## src/rtl/seg_pkg.sv

```systemverilog
// Shared constants and state encoding for the segment parallel-to-serial shifter.
package seg_pkg;

    localparam int unsigned SEG_FRAME_W = 64;  // 8 digits x 8 segment bits
    localparam int unsigned SEG_CLK_DIV = 4;   // clk cycles per SEG_CLK half-period

    typedef enum logic [1:0] {
        ST_IDLE = 2'd0,
        ST_LOW  = 2'd1,
        ST_HIGH = 2'd2
    } seg_state_e;

endpackage

```

## src/rtl/seg_tick_gen.sv

```systemverilog
// Half-period timer for SEG_CLK: counts 0..CLK_DIV-1 and flags the last cycle.
// Ports:
//   clk, rst_n   - system clock, synchronous active-low reset
//   clr          - synchronous restart of the count (accept / phase change)
//   phase_end_c  - high in the last cycle of the current half-period
module seg_tick_gen
    import seg_pkg::*;
#(
    parameter int unsigned CLK_DIV = SEG_CLK_DIV
) (
    input  logic clk,
    input  logic rst_n,
    input  logic clr,
    output logic phase_end_c
);

    // One bit minimum so CLK_DIV=1 still elaborates; the count then stays 0.
    localparam int unsigned CNT_W = (CLK_DIV > 1) ? $clog2(CLK_DIV) : 1;

    logic [CNT_W-1:0] cnt;

    always_ff @(posedge clk) begin
        if (!rst_n || clr) begin
            cnt <= '0;
        end else if (phase_end_c) begin
            cnt <= '0;
        end else begin
            cnt <= cnt + CNT_W'(1);
        end
    end

    assign phase_end_c = (cnt == CNT_W'(CLK_DIV - 1));

endmodule

```

## src/rtl/seg_p2s_shifter.sv

```systemverilog
// Shifts a hex-decoded segment frame MSB-first into an external
// 74HC164-style chain, with a start/busy/done handshake upstream.
// Ports:
//   clk, rst_n  - system clock, synchronous active-low reset
//   start, data - frame request and payload, sampled while idle
//   busy, done  - frame in progress / one-cycle completion pulse
//   SEG_CLK     - serial clock, chain shifts on its rising edge
//   SEG_DO      - serial data, stable through each SEG_CLK high phase
//   SEG_CLR     - chain clear (active-low), SEG_EN - display enable
module seg_p2s_shifter
    import seg_pkg::*;
#(
    parameter int unsigned DATA_W  = SEG_FRAME_W,
    parameter int unsigned CLK_DIV = SEG_CLK_DIV
) (
    input  logic              clk,
    input  logic              rst_n,
    input  logic              start,
    input  logic [DATA_W-1:0] data,
    output logic              busy,
    output logic              done,
    output logic              SEG_CLK,
    output logic              SEG_DO,
    output logic              SEG_CLR,
    output logic              SEG_EN
);

    localparam int unsigned BCNT_W = $clog2(DATA_W + 1);

    seg_state_e        state, state_d;
    logic [DATA_W-1:0] shreg, shreg_d;
    logic [BCNT_W-1:0] bcnt, bcnt_d;
    logic              busy_d, done_d, seg_clk_d, seg_do_d;
    logic              seg_on;
    logic              tick_clr_c;
    logic              phase_end_c;

    seg_tick_gen #(
        .CLK_DIV (CLK_DIV)
    ) u_tick (
        .clk         (clk),
        .rst_n       (rst_n),
        .clr         (tick_clr_c),
        .phase_end_c (phase_end_c)
    );

    // Next-state and next-output logic; outputs are computed one cycle
    // ahead so every port comes straight from a flop.
    always_comb begin
        state_d    = state;
        shreg_d    = shreg;
        bcnt_d     = bcnt;
        busy_d     = busy;
        done_d     = 1'b0;
        seg_clk_d  = SEG_CLK;
        seg_do_d   = SEG_DO;
        tick_clr_c = 1'b0;

        case (state)
            ST_IDLE: begin
                if (start) begin
                    state_d    = ST_LOW;
                    shreg_d    = data;
                    bcnt_d     = BCNT_W'(DATA_W);
                    busy_d     = 1'b1;
                    seg_clk_d  = 1'b0;
                    seg_do_d   = data[DATA_W-1];
                    tick_clr_c = 1'b1;
                end
            end

            ST_LOW: begin
                seg_do_d = shreg[DATA_W-1];
                if (phase_end_c) begin
                    state_d    = ST_HIGH;
                    seg_clk_d  = 1'b1;
                    tick_clr_c = 1'b1;
                end
            end

            ST_HIGH: begin
                if (phase_end_c) begin
                    shreg_d    = {shreg[DATA_W-2:0], 1'b0};
                    bcnt_d     = bcnt - BCNT_W'(1);
                    tick_clr_c = 1'b1;
                    if (bcnt == BCNT_W'(1)) begin
                        // Last bit: SEG_CLK and SEG_DO hold, so the line
                        // stays high into a back-to-back frame.
                        state_d = ST_IDLE;
                        busy_d  = 1'b0;
                        done_d  = 1'b1;
                    end else begin
                        state_d   = ST_LOW;
                        seg_clk_d = 1'b0;
                        seg_do_d  = shreg[DATA_W-2];
                    end
                end
            end

            default: begin
                state_d = ST_IDLE;
            end
        endcase
    end

    // State and output registers.
    always_ff @(posedge clk) begin
        if (!rst_n) begin
            state   <= ST_IDLE;
            shreg   <= '0;
            bcnt    <= '0;
            busy    <= 1'b0;
            done    <= 1'b0;
            SEG_CLK <= 1'b1;
            SEG_DO  <= 1'b0;
            seg_on  <= 1'b0;
        end else begin
            state   <= state_d;
            shreg   <= shreg_d;
            bcnt    <= bcnt_d;
            busy    <= busy_d;
            done    <= done_d;
            SEG_CLK <= seg_clk_d;
            SEG_DO  <= seg_do_d;
            seg_on  <= 1'b1;
        end
    end

    assign SEG_CLR = seg_on;
    assign SEG_EN  = seg_on;

endmodule

```

## config.mk

```make
export PLATFORM = sky130hd
export DESIGN_NAME = seg_p2s_shifter
export DESIGN_NICKNAME = d
export VERILOG_FILES = /design/src/rtl/seg_pkg.sv /design/src/rtl/seg_tick_gen.sv /design/src/rtl/seg_p2s_shifter.sv
export SDC_FILE = /design/constraint.sdc
export NUM_CORES = 1
export LEC_CHECK = 0
export BUFFER_PORTS_ARGS = -buffer_cell sky130_fd_sc_hd__buf_2
export CORE_AREA = 2 2 65 113
export DETAILED_ROUTE_END_ITERATION = 8
export DIE_AREA = 0 0 67 115
export PLACE_DENSITY = 0.83
export SLEW_MARGIN = 20
export SYNTH_ARGS = -nofsm -noshare
export SYNTH_HDL_FRONTEND = slang
export SYNTH_SLANG_ARGS = --single-unit
```

## constraint.sdc

```tcl
create_clock -name clk -period 2.6 [get_ports clk]
set_input_delay 0.39 -clock clk [delete_from_list [all_inputs] [get_ports clk]]
set_output_delay 0.39 -clock clk [all_outputs]
set_load 0.01 [all_outputs]
```

# After elaboration in Yosys (flattened, before gate mapping)
# Index checks and enable logic that the tools add are counted.
word_totals:
  regBits: 80
  in_bits: 67
  output_inout_bits: 6
  wordCells: 62
classes:
  add_sub_neg: 2
  n_eq_ne: 9
  muxes: 29
  reduce_logical: 13
op_table:
  columns: ["op", "n"]
  rows:
  - ["64-bit two-way mux", 2]
  - ["64-bit case mux with 2 select lines", 1]
  - ["1-bit two-way mux", 15]
  - ["7-bit two-way mux", 2]
  - ["7-bit case mux with 2 select lines", 1]
  - ["2-bit inequality test (second input constant)", 5]
  - ["3-bit AND reduction", 3]
  - ["4-bit AND reduction", 2]
  - ["7-bit by 1-bit equality test with 1-bit output (second input constant)", 1]
  - ["7-bit by 1-bit subtractor with 7-bit output (second input constant)", 1]
  - ["2-bit two-way mux", 3]
  - ["1-bit case mux with 3 select lines", 2]
  - ["2-bit case mux with 3 select lines", 1]
  - ["5-bit AND reduction", 1]
  - ["2-bit equality test (second input constant)", 2]
  - ["1-bit case mux with 2 select lines", 2]
  - ["2-bit OR reduction", 2]
  - ["3-bit nonzero test", 1]
  - ["2-bit by 1-bit adder with 2-bit output (second input constant)", 1]
  - ["2-bit by 1-bit equality test with 1-bit output (second input constant)", 1]
  - ["2-bit zero test", 1]
  - ["2-bit nonzero test", 1]
  - ["1-bit zero test", 1]
  - ["1-bit logical OR", 1]

# Longest topological paths before layout
depth:
  word_depth: 5
  depth_mapped: 9

# Cells and area by module
# From an unflattened synthesis, not the netlist that was laid out.
unflattened:
  hier_cells: 391
  hier_area_um2: 3847.4
modules_own_cells:
  columns: ["mod", "instances", "cells_per_inst", "area_each_um2", "seq_area_each_um2"]
  rows:
  - ["seg_p2s_shifter", 1, 386, 3767.4, 1561.5]
  - ["seg_tick_gen", 1, 5, 80.1, 40.0]

# Least setup slack after synthesis
# Ideal clock, no wire load.
synth_path:
  path_kind: "register to register"
  from: "reg state[0]"
  to: "reg shreg[1]"
  arrival_ns: 1.614
  t_required_ns: 2.519
  setup_slack_ns: 0.905
  path_stages_with_launch: 8
  n_path_buf: 2
  synth_period_minus_slack_ns: 1.695
  path_cell_list: "dfxtp_1 -> inv_1 -> ha_1 -> or2_2 -> and3_1 -> buf_2 -> buf_4 -> a211oi_2"
synth_via:
  elab_chain_len: 3
  word_cells_on_any_way: 7
synth_rtl:
  columns: ["element", "line", "source"]
  rows:
  - ["from (decl)", "seg_p2s_shifter.sv:30", "seg_state_e state, state_d;"]
  - ["from (signal assigned)", "seg_p2s_shifter.sv:118", "state <= state_d;"]
  - ["2-bit equality test / 2-bit zero test (equally long branches)", "seg_p2s_shifter.sv:59", "case (state)"]
  - ["2-bit inequality test (no line) / 2-bit nonzero test (equally long branches)", null, null]
  - ["3-bit AND reduction (no line)", null, null]
  - ["to (signal assigned)", "seg_p2s_shifter.sv:119", "shreg <= shreg_d;"]
  - ["to (decl)", "seg_p2s_shifter.sv:31", "logic [DATA_W-1:0] shreg, shreg_d;"]
# Several ways; a longest one is shown, not always the timed one.
# A chain may end at the register's enable or synchronous reset.

# Worst setup path after layout
layout_path:
  from: "reg state[0]"
  to: "reg shreg[6]"
# The elaborated chain is that of the path after synthesis.

==> results.yml <==
finish:
  layout_common_cells: "dfxtp_1 (80), nor2_1 (72), buf_2 (72), mux2i_1 (65), a211oi_2 (56)"
  final_cells: 526
  areaGrowthSynthToFinish_pct: 16.9
  nFillCells: 534
  final_common_cell: "dfxtp_1"
  drive_gt1_share_pct: 35.7
  diodes: 0
  fin_util_pct: 68.3
  nNetsFinal: 511
sta:
  drv_slew: 0
  finalSetupViolations: 0
  max_slew_margin_pct: 51.1
  worstMarginPinSlew_ns: 0.734
  worst_slack_ns: 0.429
  tns_ns: 0
  rsz0062_at_grt: "no"
  fin_crit_sh_pct: 83.5
  finClkSkew_ns: 0.00654
  finalHoldViolCount: 0
  worst_hold_slack_ns: 0.311
  finalWorstPathRequiredPeriod_ns: 2.17
  fmax_mhz: 461
detailed_routing:
  dr.first_iter.drc_count: 179
  drc: 0
  wl_per_cell_um: 14.5
  drtPass1Iterations: 4
  num_vias: 2955
  ant_nets: 0
  viasPerCell: 5.62
  routed_wl_mm: 7.64
setup_path:
  worst_path_dominant_cell_family: "simple AND/OR/NAND/NOR gates"
  cp.depth: 7
  path_cells: "inv_1 -> ha_4 -> or2_2 -> and3_4 -> buf_12 -> nor2_1 -> a211oi_2"
  reg2reg_to: "shreg[6]"
  cp_max_fo: 47
  startpoint: "state[0]"
  reg2reg_from: "state[0]"
  reg2reg_setup_slack_ns: 0.43
  arrival_ns: 2.42
  cp.required_ns: 2.85
  critical_path.endpoint_type: "flop"
  cpPeakStageDelay_ns: 0.44
  worst-path-buf-inv: 2
  worstSetupPathType: "flop to flop"
  crit_slowest_cell: "ha_4"
  worstSetupStartpointType: "flop"
  r2r_cells: 7
  cp-endpoint: "shreg[6]"
job:
  drv_cap: 0
cts:
  cts-root-buf: "clkbuf_16"
  cts_setup_buffers: 0
  numCtsBuffers: 9
  insertion_delay_ns: 0.34
  post_cts_resized: 0
  ctsHtreeMaxLevel: 3
  ctsLongestPathBuffers: 2
  cts_sinks: 80
  cts-hold-fix-buffers: 0
  cts_tree: "built"
  clk_transition_reported_paths_ns: 0.06
synth:
  ys_ff_latch: 80
  netlist_instances: 380
  synth_flop_cell: "dfxtp_1"
  async_flop_share_pct: 0
  syn_nets: 454
  synth_top_area_share_pct: 40.3
  synthDistinctLibCells: 40
  yosysTopAreaCell: "dfxtp_1"
  synth_area_sq_mm: 0.00398
  synthTopCellsByArea: "dfxtp_1 (40%), a211oi_2 (18%), mux2i_1 (16%)"
  yosysSeqAreaShare_pct: 40.3
  synth.avg_cell_area_sq_um: 10.5
  synth_edf_count: 0
  ys_warn_count: 0
placed_design:
  place_ws_ns: 0.455
  place.gp.congestion: 0.824
  dp_hpwl_mm: 5.37
  dp_cells: 510
  port-buffer-count: 72
floorplanning:
  dieHeight_um: 115
  core_sq_mm: 0.00681
  fp.dieW_um: 67
  io_pins: 73
  initial_utilization_pct: 58.4
  dieArea_sq_mm: 0.00771
  num_rows: 40
global_route:
  antenna_found_initial: 0
  grt_max_degree: 48
  grt_pass1_vias: 3113
  grt_use_total_pct: 22.2
  grt_first_pass_wirelength_mm: 13.1
  overflow: 0
outcome:
  status: "finished, final reports clean"
power_and_ir_drop:
  ir_worst_vdd_uv: 516
  power.static_leakage_uw: 0.00174
  p_per_area_mw_per_mm2: 710
worst_hold_path:
  min_path_type: "primary input to flop"
[cell type report]
class,instances,area [sq um],area share [%]
timing repair buffer,78,455,9.80
tap,84,105,2.26
clock buffer,11,253,5.44
clock inverter,5,55.1,1.18
sequential,80,1600,34.5
inverter,5,20.0,0.431
multi-input combinational,263,2160,46.4
[report_power, final]
part | leakage (uW) | total [uW] | internal (uW) | switching [uW]
clock | 0.000148 | 1280 | 792 | 488
sequential | 0.000664 | 1450 | 1370 | 77.2
combinational | 0.000933 | 572 | 255 | 317
[routing by layer]
| metal | GRT usage [%] | part of all wire [%] | up-vias |
|---|---|---|---|
| met2 | 39.3 | 54 | 70 |
| li1 | - | - | 1481 |
| met1 | 22.6 | 38 | 1390 |
| met3 | 7.14 | 5.3 | 14 |
| met4 | 11.0 | 2.6 | 0 |
| met5 | 0 | 0 | - |
[sequential cells by signal (all words and copies together), names as in the netlist]
name / flops
SEG_CLR: 1
state: 2
done: 1
SEG_CLK: 1
shreg: 64
bcnt: 7
u_tick.cnt: 2
SEG_DO: 1
busy: 1
[cell families after synthesis]
logic type | synth area share [%]
AO/OA/AOI/OAI | 22.3
XOR/XNOR | 0.881
adder cells (fa/ha/maj) | 2.20
buffers and inverters | 5.89
flip-flops | 40.3
multiplexers | 16.7
AND/OR/NAND/NOR | 11.7
[cell usage after synthesis, types with 2 or more instances]
cell and count:
a21oi_1 5, ha_1 7, inv_1 4, nand3b_1 3
buf_2 10, nand2b_1 3, clkbuf_1 8, nor3_1 2
buf_6 8, o31ai_1 2, and4b_1 2, a31oi_1 2
nand2_1 7, or2_2 2, nand4_1 3, a32o_1 2
o21ai_0 3, and3_1 2, nor2_1 72, dfxtp_1 80
a211oi_1 7, a211oi_2 56, mux2i_1 65, buf_4 6
xor2_1 4
[worst reg2reg max path, stage by stage (launching register included)]
cell	delay, ns
dfxtp_1	0.32
inv_1	0.13
ha_4	0.44
or2_2	0.24
and3_4	0.36
buf_12	0.28
nor2_1	0.10
a211oi_2	0.20
[worst min path at each step]
stage	slack, ns	depth (start not counted)	to	startpoint
global placement	0.42	1	u_tick.cnt[0]	u_tick.cnt[0]
CTS	0.30	1	SEG_CLR	rst_n
global route	0.31	1	SEG_CLR	rst_n
detailed placement	0.42	1	u_tick.cnt[0]	u_tick.cnt[0]
floorplan	0.41	1	u_tick.cnt[0]	u_tick.cnt[0]
finish	0.31	1	SEG_CLR	rst_n
[through the flow]
step	total power (uW)	instance area, sq um
floorplan	1920	3980
global placement	2020	4340
detailed placement	2050	4340
CTS	3330	4650
global route	3450	4650
finish	3300	4650
No activity file was read; power rests on OpenSTA's default activity.
